--- src/rtl/control_sequencer.sv ---
`default_nettype none
// ============================================================================
// Module   : control_sequencer
// Purpose  : Hardwired fetch/execute control unit driving datapath strobes.
//            Optional macro CTRL_SINGLE_STEP_EN adds a step-gated advance.
// Revision : 1.0 - initial release
// ============================================================================
module control_sequencer (
    input  logic        clock,
    input  logic        clear,
    input  logic        run,
    input  logic        mem_ready,
    input  logic [31:0] ir,
`ifdef CTRL_SINGLE_STEP_EN
    input  logic        step,
`endif
    output logic [15:0] Rin,
    output logic [15:0] Rout,
    output logic        PCout,
    output logic        PCin,
    output logic        incPC,
    output logic        MARin,
    output logic        MDRin,
    output logic        MDRout,
    output logic        read,
    output logic        IRin,
    output logic        Yin,
    output logic        Zin,
    output logic        ZLowOut,
    output logic        ZHighOut,
    output logic        HIin,
    output logic        LOin,
    output logic [4:0]  opcode,
    output logic        busy,
    output logic        instr_done,
    output logic        illegal
);

    localparam logic [4:0] C_OP_NOP  = 5'b11010;
    localparam logic [4:0] C_OP_HALT = 5'b11011;

    typedef enum logic [3:0] {
        S_IDLE   = 4'd0,
        S_T0     = 4'd1,
        S_T1     = 4'd2,
        S_T2     = 4'd3,
        S_T3     = 4'd4,
        S_T4     = 4'd5,
        S_T5     = 4'd6,
        S_T6     = 4'd7,
        S_HALTED = 4'd8
    } state_t;

    state_t      r_state;
    state_t      w_next;
    logic        w_adv;
    logic [4:0]  w_op;
    logic [15:0] w_ra_oh;
    logic [15:0] w_rb_oh;
    logic [15:0] w_rc_oh;
    logic        w_is_alu;
    logic        w_is_muldiv;
    logic        w_is_negnot;
    logic        w_is_nop;
    logic        w_is_halt;
    logic        w_unused_ir;

`ifdef CTRL_SINGLE_STEP_EN
    assign w_adv = step;
`else
    assign w_adv = 1'b1;
`endif

    assign w_op        = ir[31:27];
    assign w_ra_oh     = 16'd1 << ir[26:23];
    assign w_rb_oh     = 16'd1 << ir[22:19];
    assign w_rc_oh     = 16'd1 << ir[18:15];
    assign w_is_alu    = (w_op <= 5'd11);
    assign w_is_muldiv = (w_op == 5'd15) || (w_op == 5'd16);
    assign w_is_negnot = (w_op == 5'd18) || (w_op == 5'd19);
    assign w_is_nop    = (w_op == C_OP_NOP);
    assign w_is_halt   = (w_op == C_OP_HALT);
    assign w_unused_ir = ^ir[14:0];

    always_ff @(posedge clock or negedge clear) begin
        if (!clear) begin
            r_state <= S_IDLE;
        end else begin
            r_state <= w_next;
        end
    end

    always_comb begin
        w_next     = r_state;
        Rin        = 16'd0;
        Rout       = 16'd0;
        PCout      = 1'b0;
        PCin       = 1'b0;
        incPC      = 1'b0;
        MARin      = 1'b0;
        MDRin      = 1'b0;
        MDRout     = 1'b0;
        read       = 1'b0;
        IRin       = 1'b0;
        Yin        = 1'b0;
        Zin        = 1'b0;
        ZLowOut    = 1'b0;
        ZHighOut   = 1'b0;
        HIin       = 1'b0;
        LOin       = 1'b0;
        opcode     = C_OP_NOP;
        busy       = (r_state != S_IDLE) && (r_state != S_HALTED);
        instr_done = 1'b0;
        illegal    = 1'b0;

        case (r_state)
            S_IDLE: begin
                if (run && w_adv) w_next = S_T0;
            end
            S_T0: begin
                PCout = 1'b1;
                MARin = 1'b1;
                incPC = 1'b1;
                Zin   = 1'b1;
                if (w_adv) w_next = S_T1;
            end
            S_T1: begin
                ZLowOut = 1'b1;
                read    = 1'b1;
                MDRin   = 1'b1;
                // PC is loaded only on the cycle that actually leaves T1
                if (mem_ready && w_adv) begin
                    PCin   = 1'b1;
                    w_next = S_T2;
                end
            end
            S_T2: begin
                MDRout = 1'b1;
                IRin   = 1'b1;
                if (w_adv) w_next = S_T3;
            end
            S_T3: begin
                if (w_is_alu) begin
                    Rout = w_rb_oh;
                    Yin  = 1'b1;
                    if (w_adv) w_next = S_T4;
                end else if (w_is_muldiv) begin
                    Rout = w_ra_oh;
                    Yin  = 1'b1;
                    if (w_adv) w_next = S_T4;
                end else if (w_is_negnot) begin
                    if (w_adv) w_next = S_T4;
                end else if (w_is_halt) begin
                    instr_done = 1'b1;
                    if (w_adv) w_next = S_HALTED;
                end else begin
                    instr_done = 1'b1;
                    illegal    = !w_is_nop;
                    if (w_adv) w_next = run ? S_T0 : S_IDLE;
                end
            end
            S_T4: begin
                Rout   = w_is_alu ? w_rc_oh : w_rb_oh;
                opcode = w_op;
                Zin    = 1'b1;
                if (w_adv) w_next = S_T5;
            end
            S_T5: begin
                ZLowOut = 1'b1;
                if (w_is_muldiv) begin
                    LOin = 1'b1;
                    if (w_adv) w_next = S_T6;
                end else begin
                    Rin        = w_ra_oh;
                    instr_done = 1'b1;
                    if (w_adv) w_next = run ? S_T0 : S_IDLE;
                end
            end
            S_T6: begin
                ZHighOut   = 1'b1;
                HIin       = 1'b1;
                instr_done = 1'b1;
                if (w_adv) w_next = run ? S_T0 : S_IDLE;
            end
            S_HALTED: begin
                w_next = S_HALTED;
            end
            default: begin
                w_next = S_IDLE;
            end
        endcase
    end

endmodule
`default_nettype wire

--- config.mk ---
export PLATFORM = sky130hd
export DESIGN_NAME = control_sequencer
export DESIGN_NICKNAME = d
export VERILOG_FILES = /design/src/rtl/control_sequencer.sv
export SDC_FILE = /design/constraint.sdc
export NUM_CORES = 1
export LEC_CHECK = 0
export ABC_AREA = 1
export CORE_MARGIN = 4
export CORE_UTILIZATION = 30
export CTS_CLUSTER_DIAMETER = 80
export DETAILED_ROUTE_END_ITERATION = 6
export DONT_BUFFER_PORTS = 1
export GPL_TIMING_DRIVEN = 0
export RECOVER_POWER = 25
export SYNTH_ARGS = -nofsm -noshare
export SYNTH_HDL_FRONTEND = slang
export SYNTH_SLANG_ARGS = --single-unit
--- constraint.sdc ---
create_clock -name clock -period 2.21 [get_ports clock]
set_input_delay 0.663 -clock clock [delete_from_list [all_inputs] [get_ports clock]]
set_output_delay 0.663 -clock clock [all_outputs]
set_load 0.005 [all_outputs]
=== Word-level counts from Yosys, hierarchy flattened ===
Index checks and enable logic that the tools add are counted.

* Equal/unequal tests: 17
* Magnitude comparators: 1
* Shift operators: 3
* Muxes and demuxes: 38
* Reductions and logical operators: 9

{| class="wikitable"
|+ Operator list
! kind !! count
|-
| 16-bit 2-to-1 mux || 5
|-
| 1-bit by 4-bit << shifter with 16-bit output (first input constant) || 3
|-
| 4-bit one-hot mux with 9 select lines || 1
|-
| 16-bit one-hot mux with 2 select lines || 1
|-
| 5-bit == test (second input constant) || 5
|-
| 4-bit 2-to-1 mux || 6
|-
| 1-bit 2-to-1 mux || 22
|-
| 4-bit by 3-bit == test with 1-bit output (second input constant) || 4
|-
| 4-bit by 2-bit == test with 1-bit output (second input constant) || 2
|-
| 5-bit by 4-bit == test with 1-bit output (second input constant) || 1
|-
| 5-bit by 4-bit less-or-equal comparator with 1-bit output (second input constant) || 1
|-
| 5-bit 2-to-1 mux || 1
|-
| 4-bit by 1-bit == test with 1-bit output (second input constant) || 1
|-
| 4-bit == test (second input constant) || 1
|-
| 4-bit logical NOT || 1
|-
| 2-bit != test (second input constant) || 2
|-
| 4-bit != test (second input constant) || 1
|-
| 4-bit nonzero test || 1
|-
| 2-bit OR reduction || 2
|-
| 3-bit 2-to-1 mux || 1
|-
| 1-bit one-hot mux with 3 select lines || 1
|-
| 1-bit logical OR || 2
|-
| 2-bit AND reduction || 1
|-
| 1-bit logical AND || 1
|-
| 1-bit logical NOT || 1
|}

* Word-level logic and storage cells: 69
* Flip-flop bits (word level): 4
* Input port bits: 36

=== Longest topological paths before layout ===
* Depth in word-level cells: 7
* Depth in mapped cells: 9
* Mapped depth without buffers: 9

=== Worst setup path before layout ===
No wires, ideal clock.

* Path kind: input to output
* Start point: in ir[30]
* End point: out Rin[10]
* Stages: 8
* Setup slack: 0.122 ns
* Data arrival time: 1.425 ns
* Data required time: 1.547 ns
* Path through: nand2_1 inv_1 nand2_1 nand2_4 inv_1 nand2_2 buf_6 nor2_2

* Cells in the longest elaborated chain, start to end: 4

{| class="wikitable"
|+ RTL lines
! item !! line !! text
|-
| from (decl) || 13 || <nowiki>input logic [31:0] ir,</nowiki>
|-
| 5-bit by 4-bit == test with 1-bit output / 5-bit == test (equally long branches) || 79 || <nowiki>assign w_is_muldiv = (w_op == 5'd15) || (w_op == 5'd16);</nowiki>
|-
| 1-bit logical OR * || 79 ||
|-
| 16-bit 2-to-1 mux * || 170 || <nowiki>if (w_is_muldiv) begin</nowiki>
|-
| 16-bit 2-to-1 mux * || 116 || <nowiki>case (r_state)</nowiki>
|-
| to (decl) || 17 || <nowiki>output logic [15:0] Rin,</nowiki>
|}

Every way passes the cells marked *; elsewhere a longest branch is shown, timed or not.

=== Worst setup path in the final report ===
* Start point: in ir[29]
* End point: out Rout[3]

* Cells in the longest elaborated chain, start to end: 5

{| class="wikitable"
|+ RTL lines
! item !! line !! text
|-
| parallel branches: the longest is 4 deep, another holds 5-bit by 4-bit less-or-equal comparator with 1-bit output || -- ||
|-
| 16-bit one-hot mux with 2 select lines * || 116 ||
|-
| to (decl) || 18 || <nowiki>output logic [15:0] Rout,</nowiki>
|}

Every way passes the cells marked *.

==> results.txt <==
- The worst path in the final design needs a cycle of 2.18 ns, including I/O delays and setup.
- STA classifies the critical path startpoint as an input pin.
- For this design the static power due to leakage is 0.780 nW.
- Clock transition at the registers of the reported paths: 0.03 ns
- In this run the number of H-tree levels came out at 1.
- Slowest-stage cell, CP: sky130_fd_sc_hd__o21ai_1
- The critical path runs through a total of 6 cells.
- Buffers inserted to repair hold after CTS numbered 0.
- Most area-consuming cells after synthesis: sky130_fd_sc_hd__nand2_1 (20%), sky130_fd_sc_hd__nand4_1 (14%), sky130_fd_sc_hd__nand3_1 (11%)
- Register containing the most flip-flops in the final layout: r_state
- In the routed design, unresolved DRC markers number 0.
* Data arrival time of the critical path: 1.52 ns
- The synthesized design contains 0 enable-type register cells.
- Switch Pwr: 0.483 mW
- FF+latch count, synth: 4
* Pin count of the biggest net entering global routing: 11
* Post-synth top area share: 19.8%
- The count of buffers added on input and output ports is 0.
* Fraction of the yosys area taken by sequential cells: 6.79%
- The number of antenna violations at the first check in global routing is 0.
- Min-Delay Path Class: in -> async
- Derived from the worst setup path, the maximum achievable clock frequency is 0.458 GHz.
- 0 antenna diodes ended up in the layout.
- The kind of cell with the highest combined delay along the critical path is simple AND/OR/NAND/NOR gates.
- Path type of the worst setup path: in -> out
- Largest registers: r_state: 4 flops
* Synth async-reset ratio: 100%
- Post-DRT Antenna Nets: 0
- The congestion estimate from routability-driven global placement came to 0.913.
- Measured against its own limit, the worst slew margin works out to 79.8%.
- Slowest cell delay on critical path: 0.20 ns
- Share of total power in sequential cells: 14.5%
- Clock tree skew after final layout: 0.000166 ns
* Iteration-0 DRC count of the detailed router: 160
* Setup repair after global routing missed its margin: yes
- After legalization and detailed placement, the total HPWL measured 4190 um.
- Counting every instance in the synthesized netlist gives 286.
* Max Fanout on Critical Path: 10
- Number of endpoints with negative hold slack in the final report: 0
- Routed Wire Length: 5140 um
- The cell area that synthesis handed to floorplanning was 0.00148 mm^2.
- Period utilisation layout: 98.8%
- The core region is 0.00475 mm^2.
* Post-synthesis average cell area: 5.16 um^2
- VDD sags by at most 0.000361 V.
- Run status: finished clean
* Worst setup slack after placement: -0.125 ns
- Net count after synthesis: 322
* Area added between synthesis and finish: 12.6%
* Top flip-flop cell by instance count after synthesis: sky130_fd_sc_hd__dfrtp_1
* 1st-pass router iterations: 6
* Clock network latency to the later pin of the worst-skew pair: 0.21 ns
- Overall fraction of global-route tracks in use: 16.0%
- Wire length of the first global-routing pass: 8190 um
- Summed over all instances, the cell type with the most area after synthesis is sky130_fd_sc_hd__nand2_1.
- Library cell with the highest instance count after synthesis: sky130_fd_sc_hd__nand2_1
- Number of buffers created by CTS: 3
- Fraction of power spent switching nets: 52.9%
- Clock tree from TritonCTS: done
* Wirelength per Cell: 14.4 um
- Counting every sink on the clock net gives 4.
- Length in cells of the worst reg-to-reg path: 6
* Cell row count: 25
- Clock buffer depth: 2
* Cell internal power dissipation: 0.429 mW
- Power spread over the standard cell area amounts to 550 mW/mm^2.
- The synthesized netlist contains 26 unique library cells.
- During synthesis, Yosys emitted a total of 0 warnings.
* Via count: 1909
- The number of buffers and inverters on the critical path is 1.
- Least-Margin Pin Slew: 0.301 ns
- Layout cells sized above 1: 22.4%
- The initial utilization of the core area, before any placement, comes to 31.0%.
- In the synthesized netlist, the cells that appear most often are sky130_fd_sc_hd__nand2_1 (78), sky130_fd_sc_hd__nand4_1 (32), sky130_fd_sc_hd__nand3_1 (31).
* Via count of the first global-routing pass: 1682
- Data required time of the worst path: 1.55 ns
- Relative contribution of the clock network to total power: 16.3%
- Cells along the critical path: nor2_1, nand3_1, nand2_4, o21ai_4, buf_6, o21ai_1
- Minimum setup slack in the final design: 0.0273 ns
- The worst setup path is captured at a primary output.
- Clock root buffer master: sky130_fd_sc_hd__clkbuf_8
- Count of endpoints failing setup in the final report: 0
- Global routing finished with a remaining overflow of 0.
- Measured along the y axis, the die boundary spans 78.1 um.
* Die width: 78.1 um
- Proportion of power drawn by combinational gates: 69.2%
- Die area: 0.00610 mm^2
- Slew Limit Fails: 0
- Avg Vias per Cell: 5.35
* Boundary pin count: 90
- Across the run, the number of max-cap violations was 0.
* Net count reported at finish: 328
* Setup TNS Final: 0 ns
- The register with the most flip-flops in the layout has 4 of them.
[cell families (layout without fill, tap and decap cells)]
kind of cell | count (synthesis) | in the layout | share of synthesized area (%)
AO/OA/AOI/OAI | 39 | 39 | 14.3
buffers and inverters | 56 | 60 | 18.3
flip-flops | 4 | 4 | 6.79
AND/OR/NAND/NOR | 187 | 187 | 60.6
[placed cells by master (no fill, tap or decap), drive strengths merged]
cell type / Yosys / final
a21oi: 2 / 2
a31oi: 1 / 1
buf: 22 / 22
clkbuf: 1 / 5
dfrtp: 4 / 4
inv: 33 / 33
nand2: 81 / 81
nand3: 31 / 31
nand3b: 3 / 3
nand4: 32 / 32
nor2: 36 / 36
nor3: 3 / 3
o21ai: 34 / 34
o22ai: 1 / 1
o31ai: 1 / 1
or2: 1 / 1
[per-layer routing]
metal | global-route usage [%] | part of all wire, % | vias to the layer above
li1 | - | - | 963
met1 | 21.6 | 47 | 851
met2 | 25.9 | 46 | 89
met3 | 3.44 | 6.6 | 6
met4 | 4.02 | 1.1 | 0
met5 | 0 | 0 | -
[path summary, 6_finish.rpt]
check / startpoint / to / slack [ns]
worst max-delay path: ir[29] / Rout[3] / 0.03
max in group asynchronous: clear / r_state[0] / 2.00
min in group clock: r_state[3] / r_state[3] / 0.62
worst max register to register: r_state[3] / r_state[2] / 0.90
worst min-delay path: clear / r_state[3] / 0.15
worst min register to register: r_state[3] / r_state[3] / 0.62
[stage by stage]
step / utilization [%] / std cells / hold WS (ns) / power [mW] / area, um^2
floorplan: - / 286 / 0.367 / 0.619 / 1480
global placement: 32.8 / 353 / 0.367 / 0.735 / 1560
detailed placement: 32.8 / 353 / 0.368 / 0.740 / 1560
CTS: 34.1 / 357 / 0.142 / 0.905 / 1620
global route: 34.9 / 357 / 0.135 / 1.02 / 1660
finish: 34.9 / 357 / 0.147 / 0.913 / 1660
[final cells by class]
cell class / count / area [um^2]
fillers: 582 / 3090
multi-input cells: 226 / 1140
plain buffers: 23 / 151
inverters: 33 / 131
flip-flops and latches: 4 / 100
well taps: 67 / 83.8
clock buffers: 3 / 41.3
repair buffers: 1 / 7.51
[power groups by stage]
stage	registers [mW]	clock network [mW]	logic [mW]
floorplan	0.126	0	0.493
detailed placement	0.132	0	0.607
finish	0.132	0.149	0.632
global route	0.136	0.162	0.721
CTS	0.132	0.154	0.620
global placement	0.131	0	0.603
[worst register-to-register path, stage by stage (launching register included)]
cell,delay (ns)
sky130_fd_sc_hd__dfrtp_1,0.40
sky130_fd_sc_hd__inv_1,0.07
sky130_fd_sc_hd__nand2_1,0.18
sky130_fd_sc_hd__nor2_2,0.07
sky130_fd_sc_hd__buf_4,0.18
sky130_fd_sc_hd__a21oi_1,0.19
sky130_fd_sc_hd__nand3b_1,0.10
[repair_timing]
action | CTS | global route
pin swaps | 1 | 2
endpoints found under the setup margin | 26 | 31
resized for setup | 14 | 17
buffers inserted | 1 | 0
Note: power is estimated with default switching activity, not from simulation.
